File: src/rtl/btn_event_ctrl.sv
// Click classifier for debounced push-button pulses: SINGLE/DOUBLE events queued in a FIFO.
// Optional EV_TIMESTAMP_EN adds a 16-bit tick stamp per event on ev_ts.
module btn_event_ctrl #(
   parameter int TICK_DIV     = 100000,
   parameter int DCLICK_TICKS = 300,
   parameter int FIFO_AW      = 2,
   parameter int CNT_W        = 16
) (
   input  logic             clk,
   input  logic             rst_n,
   input  logic             pb_in,
   output logic             ev_valid,
   input  logic             ev_ready,
   output logic [1:0]       ev_code,
   output logic [CNT_W-1:0] press_cnt,
   output logic             ovf,
   input  logic             clr_ovf
`ifdef EV_TIMESTAMP_EN
   ,
   output logic [15:0]      ev_ts
`endif
);

   localparam int PW    = (TICK_DIV > 2) ? $clog2(TICK_DIV) : 1;
   localparam int TW    = $clog2(DCLICK_TICKS + 1);
   localparam int DEPTH = 1 << FIFO_AW;
`ifdef EV_TIMESTAMP_EN
   localparam int EW    = 18;
`else
   localparam int EW    = 2;
`endif

   localparam logic [PW-1:0] PRESC_MAX  = PW'(TICK_DIV - 1);
   localparam logic [TW-1:0] TIMER_LOAD = TW'(DCLICK_TICKS);
   localparam logic [TW-1:0] TIMER_ONE  = TW'(1);
   localparam logic [1:0]    EV_NONE    = 2'b00;
   localparam logic [1:0]    EV_SINGLE  = 2'b01;
   localparam logic [1:0]    EV_DOUBLE  = 2'b10;

   typedef enum logic [0:0] {
      ST_IDLE   = 1'b0,
      ST_WINDOW = 1'b1
   } state_t;

   logic               pb_q_r;
   logic               rise_s;
   logic [PW-1:0]      presc_r;
   logic               tick_s;
   state_t             state_r;
   state_t             state_nxt_s;
   logic [TW-1:0]      timer_r;
   logic [TW-1:0]      timer_nxt_s;
   logic               push_s;
   logic [1:0]         push_code_s;
   logic [FIFO_AW:0]   wr_ptr_r;
   logic [FIFO_AW:0]   rd_ptr_r;
   logic [FIFO_AW:0]   wr_ptr_nxt_s;
   logic [FIFO_AW:0]   rd_ptr_nxt_s;
   logic               empty_s;
   logic               full_s;
   logic               empty_nxt_s;
   logic               pop_s;
   logic               push_ok_s;
   logic               drop_s;
   logic [EW-1:0]      mem_r [DEPTH];
   logic [EW-1:0]      push_entry_s;
   logic [EW-1:0]      head_nxt_s;
   logic               ev_valid_r;
   logic [1:0]         ev_code_r;
   logic [CNT_W-1:0]   press_cnt_r;
   logic               ovf_r;
`ifdef EV_TIMESTAMP_EN
   logic [15:0]        ts_r;
   logic [15:0]        ts_nxt_s;
   logic [15:0]        ev_ts_r;
`endif

   assign rise_s    = pb_in & ~pb_q_r;
   assign tick_s    = (presc_r == PRESC_MAX);
   assign ev_valid  = ev_valid_r;
   assign ev_code   = ev_code_r;
   assign press_cnt = press_cnt_r;
   assign ovf       = ovf_r;
`ifdef EV_TIMESTAMP_EN
   assign ev_ts     = ev_ts_r;
`endif

   // Edge detector and wrapping press counter
   always_ff @(posedge clk) begin
      if (!rst_n) begin
         pb_q_r      <= 1'b0;
         press_cnt_r <= CNT_W'(0);
      end else begin
         pb_q_r <= pb_in;
         if (rise_s) begin
            press_cnt_r <= press_cnt_r + CNT_W'(1);
         end
      end
   end

   // Free-running window prescaler; never restarted by a press
   always_ff @(posedge clk) begin
      if (!rst_n) begin
         presc_r <= PW'(0);
      end else if (tick_s) begin
         presc_r <= PW'(0);
      end else begin
         presc_r <= presc_r + PW'(1);
      end
   end

`ifdef EV_TIMESTAMP_EN
   // Stamp includes the tick of the push cycle so an expiry on tick N reads N
   always_comb begin
      ts_nxt_s = ts_r;
      if (tick_s) begin
         ts_nxt_s = ts_r + 16'd1;
      end else begin
         ts_nxt_s = ts_r;
      end
   end

   // Free-running tick counter
   always_ff @(posedge clk) begin
      if (!rst_n) begin
         ts_r <= 16'd0;
      end else begin
         ts_r <= ts_nxt_s;
      end
   end

   assign push_entry_s = {ts_nxt_s, push_code_s};
`else
   assign push_entry_s = push_code_s;
`endif

   // Click-window FSM state register
   always_ff @(posedge clk) begin
      if (!rst_n) begin
         state_r <= ST_IDLE;
         timer_r <= TW'(0);
      end else begin
         state_r <= state_nxt_s;
         timer_r <= timer_nxt_s;
      end
   end

   // Click-window next state; a second press beats a same-cycle expiry
   always_comb begin
      state_nxt_s = state_r;
      timer_nxt_s = timer_r;
      push_s      = 1'b0;
      push_code_s = EV_NONE;
      case (state_r)
         ST_IDLE: begin
            if (rise_s) begin
               state_nxt_s = ST_WINDOW;
               timer_nxt_s = TIMER_LOAD;
            end else begin
               state_nxt_s = ST_IDLE;
            end
         end
         ST_WINDOW: begin
            if (rise_s) begin
               push_s      = 1'b1;
               push_code_s = EV_DOUBLE;
               state_nxt_s = ST_IDLE;
            end else if (tick_s) begin
               if (timer_r == TIMER_ONE) begin
                  push_s      = 1'b1;
                  push_code_s = EV_SINGLE;
                  state_nxt_s = ST_IDLE;
               end else begin
                  timer_nxt_s = timer_r - TW'(1);
               end
            end else begin
               state_nxt_s = ST_WINDOW;
            end
         end
         default: begin
            state_nxt_s = ST_IDLE;
            timer_nxt_s = TW'(0);
         end
      endcase
   end

   // FIFO control and the head entry as it will look after this edge
   always_comb begin
      empty_s      = (wr_ptr_r == rd_ptr_r);
      full_s       = (wr_ptr_r[FIFO_AW] != rd_ptr_r[FIFO_AW]) &&
                     (wr_ptr_r[FIFO_AW-1:0] == rd_ptr_r[FIFO_AW-1:0]);
      pop_s        = ~empty_s & ev_ready;
      push_ok_s    = push_s & (~full_s | pop_s);
      drop_s       = push_s & full_s & ~pop_s;
      wr_ptr_nxt_s = wr_ptr_r;
      rd_ptr_nxt_s = rd_ptr_r;
      if (push_ok_s) begin
         wr_ptr_nxt_s = wr_ptr_r + {{FIFO_AW{1'b0}}, 1'b1};
      end else begin
         wr_ptr_nxt_s = wr_ptr_r;
      end
      if (pop_s) begin
         rd_ptr_nxt_s = rd_ptr_r + {{FIFO_AW{1'b0}}, 1'b1};
      end else begin
         rd_ptr_nxt_s = rd_ptr_r;
      end
      empty_nxt_s = (wr_ptr_nxt_s == rd_ptr_nxt_s);
      // Write slot equals the next head slot only when the FIFO was empty after the pop
      if (push_ok_s && (wr_ptr_r[FIFO_AW-1:0] == rd_ptr_nxt_s[FIFO_AW-1:0])) begin
         head_nxt_s = push_entry_s;
      end else begin
         head_nxt_s = mem_r[rd_ptr_nxt_s[FIFO_AW-1:0]];
      end
   end

   // FIFO storage and pointers
   always_ff @(posedge clk) begin
      if (!rst_n) begin
         wr_ptr_r <= {(FIFO_AW+1){1'b0}};
         rd_ptr_r <= {(FIFO_AW+1){1'b0}};
         for (int i = 0; i < DEPTH; i++) begin
            mem_r[i] <= {EW{1'b0}};
         end
      end else begin
         wr_ptr_r <= wr_ptr_nxt_s;
         rd_ptr_r <= rd_ptr_nxt_s;
         if (push_ok_s) begin
            mem_r[wr_ptr_r[FIFO_AW-1:0]] <= push_entry_s;
         end
      end
   end

   // Registered consumer-side outputs and sticky overflow
   always_ff @(posedge clk) begin
      if (!rst_n) begin
         ev_valid_r <= 1'b0;
         ev_code_r  <= EV_NONE;
         ovf_r      <= 1'b0;
`ifdef EV_TIMESTAMP_EN
         ev_ts_r    <= 16'd0;
`endif
      end else begin
         ev_valid_r <= ~empty_nxt_s;
         ev_code_r  <= empty_nxt_s ? EV_NONE : head_nxt_s[1:0];
`ifdef EV_TIMESTAMP_EN
         ev_ts_r    <= empty_nxt_s ? 16'd0 : head_nxt_s[17:2];
`endif
         if (drop_s) begin
            ovf_r <= 1'b1;
         end else if (clr_ovf) begin
            ovf_r <= 1'b0;
         end
      end
   end

endmodule

File: config.mk
export PLATFORM = sky130hd
export DESIGN_NAME = btn_event_ctrl
export DESIGN_NICKNAME = d
export VERILOG_FILES = /design/src/rtl/btn_event_ctrl.sv
export SDC_FILE = /design/constraint.sdc
export NUM_CORES = 1
export LEC_CHECK = 0
export ABC_AREA = 1
export BUFFER_PORTS_ARGS = -buffer_cell sky130_fd_sc_hd__buf_2
export CAP_MARGIN = 20
export CORE_UTILIZATION = 40
export CTS_CLUSTER_DIAMETER = 30
export CTS_CLUSTER_SIZE = 12
export DETAILED_ROUTE_END_ITERATION = 16
export GPL_TIMING_DRIVEN = 0
export SETUP_SLACK_MARGIN = 0.02
export SLEW_MARGIN = 10
export SYNTH_ARGS = -nofsm -noshare
export SYNTH_HDL_FRONTEND = slang
export SYNTH_SLANG_ARGS = --single-unit
File: constraint.sdc
create_clock -name clk -period 1.6 [get_ports clk]
set_input_delay 0.08 -clock clk [delete_from_list [all_inputs] [get_ports clk]]
set_output_delay 0.08 -clock clk [all_outputs]
set_load 0.03 [all_outputs]
Word level (Yosys, flattened, before mapping)
Memories as Yosys holds them, arrays and structs flattened. A register that Yosys moved wholly into a read port is not among the register bits.
Cells that the tools add are included.

storage, ports and cells
  register bits = 52
  bits in latches = 0
  bits in writable memories = 8
  bits in read-only memories = 0
  bits of input ports = 5
  output and inout bits = 20
  word-level logic and storage cells = 73
  memories = 1

operators by class
  $add $sub $neg = 5
  multiply operators = 0
  div/mod/pow operators = 0
  $lt $le $gt $ge = 0
  equal/unequal tests = 10
  shifts and indexed selects = 0
  mux-type cells = 29
  bitwise logic cells = 13
  reduce and logical (&&, ||, !) cells = 6

memory list
  memory  words  width  read ports  clocked after memory_dff  wr ports  line  text
  mem_r   4      2      1           1                         4         65    logic [EW-1:0] mem_r [DEPTH];

operators with widths
  kind                     number
  $mux W9                  4
  $pmux W9 S2              1
  $add A17 B1 Y17 const B  1
  $eq A17 B17 Y1 const B   1
  $mux W1                  17
  $add A16 B1 Y16 const B  1
  $eq A9 B1 Y1 const B     1
  $sub A9 B1 Y9 const B    1
  $mux W2                  4
  $ne A2 B2 Y1 const B     4
  $not A1 Y1               7
  $add A3 B1 Y3 const B    2
  $eq A3 B3 Y1             2
  $mux W3                  2
  $reduce_or A2 Y1         3
  $and A1 B1 Y1            5
  $reduce_and A4 Y1        1
  $eq A2 B2 Y1             1
  $pmux W1 S2              1
  $reduce_bool A2 Y1       1
  $logic_and A1 B1 Y1      1
  $ne A1 B1 Y1             1
  $or A1 B1 Y1             1

Longest topological paths before layout
Gate-level depths: netlist (run 1).

  depth in word-level cells = 11
  mapped depth = 14

Worst setup path after synthesis (run 1)
Ideal clock, no wire load.

  path type = flip-flop to flip-flop
  from = register press_cnt_r[0] (netlist: press_cnt[0])
  to = register press_cnt_r[10] (netlist: press_cnt[10])
  arrival = 1.646 ns
  setup slack = -0.166 ns
  stages on the path, launching flop included = 11
  path buffers = 0
  cells stage by stage = dfxtp_1 > ha_1 > nand3_1 > nor2_1 > nand2_1 > nor2_2 > nand3_1 > clkinv_1 > nand3_1 > o21ai_0 > a21oi_1

on the way
  cells in the longest elaborated chain, start to end = 1

ends and longest elaborated chain
  element                 line  text
  start, declared         70    logic [CNT_W-1:0] press_cnt_r;
  start signal, assigned  96    press_cnt_r <= press_cnt_r + CNT_W'(1);
  $add A16 B1 Y16         96

Every way passes these cells.
A chain may end at the register's enable or synchronous reset.

==> results of run 1 <==
cells in the final DEF, fill, tap and decap left out, types with 5 or more instances in the layout:
cell | Yosys | routed
a21oi_1 | 28 | 28
buf_2 | 2 | 25
buf_4 | 0 | 45
clkbuf_8 | 0 | 13
dfxtp_1 | 54 | 32
dfxtp_2 | 0 | 16
dfxtp_4 | 0 | 6
edfxtp_1 | 8 | 8
ha_1 | 7 | 5
inv_1 | 55 | 51
inv_2 | 7 | 11
nand2_1 | 78 | 61
nand2_2 | 9 | 21
nand2_4 | 5 | 11
nand3_1 | 20 | 14
nand3_2 | 6 | 9
nand4_1 | 7 | 7
nor2_1 | 45 | 36
nor2_2 | 7 | 11
nor2_4 | 7 | 13
nor3_1 | 9 | 6
o21ai_0 | 12 | 10
o21ai_1 | 7 | 7
xor2_1 | 5 | 5
power by group:
part           switching (mW)  internal, mW  total, mW
clock network           0.596         0.736       1.33
logic                    1.04         0.613       1.66
registers               0.131          1.71       1.84
total                    1.77          3.06       4.83
critical path, cell delays in order (launching register included):
cell and delay [ps]:
dfxtp_4 360, ha_4 150, nand3_4 100, nor3_4 150
nand3_2 140, nand2_4 150, nand4_1 180, inv_2 140
nand2_2 80, nand2_2 80
registers in the layout (all words and copies together), names as in the netlist:
name,flops
pb_q_r,1
press_cnt,16
ev_code,2
presc_r,17
state_r,1
wr_ptr_r,3
rd_ptr_r,3
ovf,1
ev_valid,1
mem_r,8
timer_r,9
layer usage:
metal / track usage, % / part of all wire (%) / vias up
met5: 0 / 0 / -
met4: 8.33 / 1.7 / 0
met3: 3.48 / 3.0 / 11
met2: 30.8 / 48 / 33
met1: 23.7 / 48 / 1325
li1: - / - / 1527
kinds of logic (layout without fill, tap and decap cells):
group / Yosys count / in the layout
compound gates: 60 / 60
xor+xnor: 9 / 9
fa+ha+maj: 7 / 7
buf+inv: 69 / 157
flops: 62 / 62
simple gates: 213 / 215
how the worst max path moves through the flow:
stage,startpoint,to,slack [ps],depth (start not counted)
5_1_grt,presc_r[11],ev_code[1],-330,11
2_1_floorplan,presc_r[1],mem_r[1][0],-30,9
3_5_place_dp,presc_r[12],mem_r[0][1],-260,9
6_report,presc_r[1],mem_r[1][1],-200,9
3_3_place_gp,presc_r[12],mem_r[0][0],-240,9
4_1_cts,presc_r[13],mem_r[0][0],-170,9
through the flow:
step                      power (mW)  worst slack, ps
after floorplan                 3.08            -31.8
after global placement          3.34             -241
after detailed placement        3.35             -255
after CTS                       4.82             -170
after global routing            5.13             -327
final                           4.83             -203
cells in the mapped netlist (2+ instances only):
library cell / count
xor2_1: 5
o21ai_0: 12
nand4_1: 7
ha_1: 7
or2_2: 6
a21oi_2: 2
a211oi_1: 2
nand3_2: 6
o21a_1: 2
nor2_1: 45
nand2_8: 2
o21ai_1: 7
xnor2_1: 3
nand2_2: 9
nand2_4: 5
a31oi_1: 2
clkinv_1: 2
dfxtp_1: 54
o211ai_1: 3
inv_2: 7
inv_1: 55
edfxtp_1: 8
nor2_2: 7
nor2_4: 7
buf_2: 2
nor3b_1: 4
nand3_1: 20
nand2_1: 78
nand3b_1: 2
nor3_2: 4
nor3_1: 9
a21oi_1: 28
clkbuf_1: 2
cell type report:
type / count / area [sq um]
multi-input combinational: 291 / 1940
fill: 763 / 3390
clock buffer: 16 / 190
inverter: 64 / 241
buffer: 5 / 22.5
tap: 102 / 128
timing repair buffer: 72 / 495
sequential: 62 / 1360
what timing repair did:
| action | in CTS | in global routing |
|---|---|---|
| setup buffers | 39 | 9 |
| gates resized for setup | 63 | 27 |
| hold buffers | 2 | 0 |
| endpoints found under the hold margin | 2 | 0 |
| setup endpoints to repair | 40 | 48 |
| pin swaps | 22 | 15 |
| cloned | 2 | 0 |
==> results.txt, run 1 <==
Status - complete, but fails checks
Failing checks - negative setup slack
Compound-Gate Fraction of Synth Area - 10.4%
Vias per inst - 4.73
R2R Path Start - presc_r[1]
RSZ-0062 raised after global routing - yes
Final hold viol count - 0
Port Buffers - 23
Syn Std Cell Area - 3230 sq um
Routed WL - 7360 um
Multiplexer share of the synthesized area - 0%
Post-synthesis cell type count - 39
Routed via count - 2896
Endpoint class of the critical path - flip-flop
First-pass GRT wire length - 12600 um
Reg2reg setup slack - -200 ps
Num rows - 32
Startpoint types - flip-flop
Final Util - 56.3%
Fin cells - 612
Vias in the first global route - 2878
Die area - 8430 sq um
Fmax - 555 MHz
Routed wire per std cell - 12.0 um
CP arrival - 1850 ps
Area grow syn2layout - 35.7%
Worst path required time - 1650 ps
Ys async rst share - 0%
Syn nets - 432
Starting DRT DRC Count - 100
Leak Pwr - 1.88 nW
Final hold slack - 138 ps
Final #Nets - 517
Syn Inst Count - 420
Synthesized flop and latch total - 62
Num ports - 25
HP Class - in -> reg
Worst Hold Depth - 5
CTS max path bufs - 2
Actual slew at the worst max-slew pin - 632 ps
IR Drop Worst-Case VDD - 0.000602 V
Post-Synth XOR/XNOR Area - 2.68%
Initial Util - 41.5%
Setup_tns - -2270 ps
CTS buffer count - 9
Share of cells above drive strength 1 - 42.2%
Hold EP - press_cnt[2]
Chip height - 91.8 um
DRT Pass-1 Iters - 4
Slew margin rel. - 57.8%
Setup violations, final - 26
Simple-gate portion of the synthesized area - 35.1%
Slew Viols, Final - 0
R2R Path End - mem_r[1][1]
Synth top area share - 33.5%
Worst-Skew Late Latency - 340 ps
Final Cycle Share - 113%
Initial antenna violation count - 0
Main combinational cell family by area after synthesis - simple AND/OR/NAND/NOR gates
Max Fanout on Critical Path - 5
DIE WIDTH - 91.8 um
Fin worst setup slack - -203 ps
RD Place Congestion - 0.771
Inserted Diodes - 0
GRT Residual Overflow - 0
Layout Skew - 7.69 ps
H-tree depth - 3
Post-detail-place hpwl - 4670 um
Post-DRT Antenna Nets - 0
Design area - 4380 sq um
YS warnings - 0
Cells after DPL - 545
Pwr/cell area - 1100 nW/um^2
DRC - 0
CTS tree - built
Max_cap viols - 0
R2R depth - 9
Post-synth top area cell - dfxtp_1
WS Path Type - reg -> reg
Worst-path clk slew - 70 ps
Clk sinks - 62
Area contributors post-synth - dfxtp_1 (34%), nand2_1 (9.1%), edfxtp_1 (7.4%)
Main synth FF type - dfxtp_1
HP Start - pb_in
EDFF count, synth - 8
Root buffer cell - clkbuf_8
Largest net degree at the start of global routing - 11
Placed cell areas - 3510 sq um
Synth Area in Adders - 2.72%
Syn avg cell area - 7.68 sq um
Crit path time final - 1800 ps
Seq/Total Area, Yosys - 41.0%
Overall global routing resource usage - 18.7%
Core outline area - 7770 sq um
Power figures use the tool's default switching activity.
==> inputs of run 2 (changes only) <==
--- a/config.mk
+++ b/config.mk
@@ -13,8 +13,10 @@
 export CTS_CLUSTER_SIZE = 12
 export DETAILED_ROUTE_END_ITERATION = 16
 export GPL_TIMING_DRIVEN = 0
+export PLACE_DENSITY = 0.62
 export SETUP_SLACK_MARGIN = 0.02
 export SLEW_MARGIN = 10
 export SYNTH_ARGS = -nofsm -noshare
 export SYNTH_HDL_FRONTEND = slang
 export SYNTH_SLANG_ARGS = --single-unit
+export TNS_END_PERCENT = 100
==> run 2 against run 1 <==
The flow still finishes with violations (negative setup slack). Maximum frequency is 2.1% higher. Final area is 4.3% lower. Critical path depth stayed put. Combinational power hardly changed. Clock power hardly changed. Largest power group unchanged. Clock-buffer cell count is 6 lower.
==> results.txt, run 2 (synthesis gave the netlist of run 1 again) <==
Endpoint class of the critical path - flip-flop
Vias per inst - 4.74 (+0.17%)
R2R depth - 9 (unchanged)
Core outline area - 7770 sq um (unchanged)
Largest net degree at the start of global routing - 12 (+1)
Final hold slack - 161 ps (+22.8 ps)
Fin cells - 593 (-3.1%)
Post-detail-place hpwl - 4580 um (-2.0%)
IR Drop Worst-Case VDD - 0.000584 V (-3.0%)
CP arrival - 1830 ps (-20 ps)
Final hold viol count - 0 (unchanged)
Slew Viols, Final - 0 (unchanged)
Most used cell, CP - nand2_2
Worst path required time - 1660 ps (about the same)
Crit-path max cell delay - 360 ps (about the same)
Post-DRT Antenna Nets - 0 (unchanged)
Design area - 4190 sq um (-4.3%)
Num ports - 25 (unchanged)
Crit path time final - 1770 ps (-37.0 ps)
Setup violations, final - 23 (-12%)
Startpoint types - flip-flop
Final Util - 53.9% (-2.4 points)
Clk sinks - 62 (unchanged)
Leak Pwr - 1.74 nW (-7.1%)
WS Path Type - reg -> reg
Top Layer Used - met4
Final #Nets - 498 (-3.7%)
First-pass GRT wire length - 11900 um (-5.1%)
Share of cells above drive strength 1 - 39.5% (-2.6 points)
Placed cell areas - 3510 sq um (unchanged)
Worst-Skew Late Latency - 350 ps (about the same)
CTS buffer count - 9 (unchanged)
Max reg flops - 17 (unchanged)
M1 wire length - 3180 um (-9.4%)
Power Total - 4.75 mW (-1.5%)
DRC - 0 (unchanged)
Initial antenna violation count - 0 (unchanged)
H-tree depth - 3 (unchanged)
Reg2reg setup slack - -170 ps (+40 ps)
Area grow syn2layout - 29.9%
Max Fanout on Critical Path - 5 (unchanged)
R2R Path End - mem_r[1][1]
R2R Path Start - presc_r[0]
Starting DRT DRC Count - 134 (+34%)
HP Class - in -> reg
Cells after DPL - 545 (unchanged)
Inserted Diodes - 0 (unchanged)
Failing checks - negative setup slack
Fmax - 566 MHz (+2.1%)
Layout Skew - 10.0 ps (+2.34 ps)
HP Start - pb_in
GRT Residual Overflow - 0 (unchanged)
Final Cycle Share - 110% (-2.3 points)
Actual slew at the worst max-slew pin - 586 ps (-46.2 ps)
Reg with most FFs - presc_r
Slew margin rel. - 60.9% (+3.1 points)
Worst-path clk slew - 70 ps (about the same)
DRT Pass-1 Iters - 4 (unchanged)
Hold EP - press_cnt[1]
Pwr/cell area - 1130 nW/um^2 (+2.9%)
CTS max path bufs - 2 (unchanged)
Status - complete, but fails checks
Overall global routing resource usage - 17.7% (-0.97 points)
Routed WL - 6750 um (-8.3%)
Port Buffers - 23 (unchanged)
Met3 WL - 219 um (-0.45%)
Max_cap viols - 0 (unchanged)
DIE WIDTH - 91.8 um (unchanged)
Chip height - 91.8 um (unchanged)
Commonest non-fill, non-tap cell in the layout - nand2_1
Worst Hold Depth - 5 (unchanged)
Root buffer cell - clkbuf_8
Initial Util - 41.5% (unchanged)
Num rows - 32 (unchanged)
Vias in the first global route - 2863 (-0.52%)
Met2 WL - 3240 um (-7.7%)
Slowest CP cell - dfxtp_2
Most frequent cells in the layout - nand2_1 (64), inv_1 (49), nor2_1 (39), dfxtp_1 (34), a21oi_1 (27)
Routed wire per std cell - 11.4 um (-5.3%)
Die area - 8430 sq um (unchanged)
CP Cell Sequence - ha_4 > nand3_4 > nor3_4 > nand3_2 > nand2_4 > nand4_1 > inv_2 > nand2_2 > nand2_2
Routed via count - 2811 (-2.9%)
Fin worst setup slack - -166 ps (+37.0 ps)
CTS tree - built
RSZ-0062 raised after global routing - yes
RD Place Congestion - 0.836 (+8.4%)
run 2: cell types whose count changed in the layout (fill, tap and decap cells not counted), moves of 2 or more:
cell      previous run  this run
nor2_1              36        39
clkbuf_8            13         9
clkinv_2             1         5
inv_2               11        13
clkbuf_1             4         2
dfxtp_1             32        34
nand2_4             11         7
o21ai_0             10         8
buf_4               45        26
nor2_2              11         8
nand2_1             61        64
nand3_1             14        12
inv_1               51        49
run 2: how the worst max path moves through the flow:
| stage | from | to | cells after the start |
|---|---|---|---|
| after floorplan | presc_r[1] | mem_r[1][0] | 9 |
| after global placement | presc_r[0] | mem_r[0][0] | 9 |
| after detailed placement | presc_r[12] | mem_r[0][1] | 9 |
| after CTS | presc_r[0] | mem_r[1][1] | 9 |
| after global routing | presc_r[6] | ev_valid | 13 |
| final | presc_r[0] | mem_r[1][1] | 9 |
run 2: metrics by stage:
step | setup TNS [ps] | setup WS (ps)
2_1_floorplan | -120 | -31.8
6_report | -2050 | -166
5_1_grt | -6320 | -289
3_3_place_gp | -3810 | -209
4_1_cts | -2010 | -139
3_5_place_dp | -4590 | -218
run 2: power by group:
part           total (mW)  internal [mW]  switching [mW]  leakage (nW)
combinational        1.63          0.596            1.03          1.12
sequential           1.82           1.70           0.119         0.531
clock                1.30          0.703           0.600        0.0972
run 2: repair_timing:
item                       4_1_cts  5_1_grt
setup buffers                   23        8
hold endpoints to repair         2        0
pin swaps                       26       15
hold buffers                     2        0
gates cloned                     1        0
resized for setup               50       34
setup endpoints to repair       40       50
run 2: metal layers:
layer	track usage, %	vias to the layer above
li1	-	1489
met1	20.6	1280
met2	30.1	30
met3	4.98	12
met4	8.07	0
met5	0	-
run 2: critical path: cells and delay by family, from the launching register on:
kind | cells | cell delay [ps]
AND/OR/NAND/NOR | 7 | 840
flip-flops | 1 | 360
buffers and inverters | 1 | 130
adder cells (fa/ha/maj) | 1 | 150
run 2: final cells by class:
class                   instances  area (sq um)
plain buffers                   5          25.0
clock buffers                  10           128
clock inverters                 6          53.8
fillers                       731          3580
inverters                      64           241
multi-input cells             290          1890
flip-flops and latches         62          1360
well taps                     102           128
repair buffers                 54           364
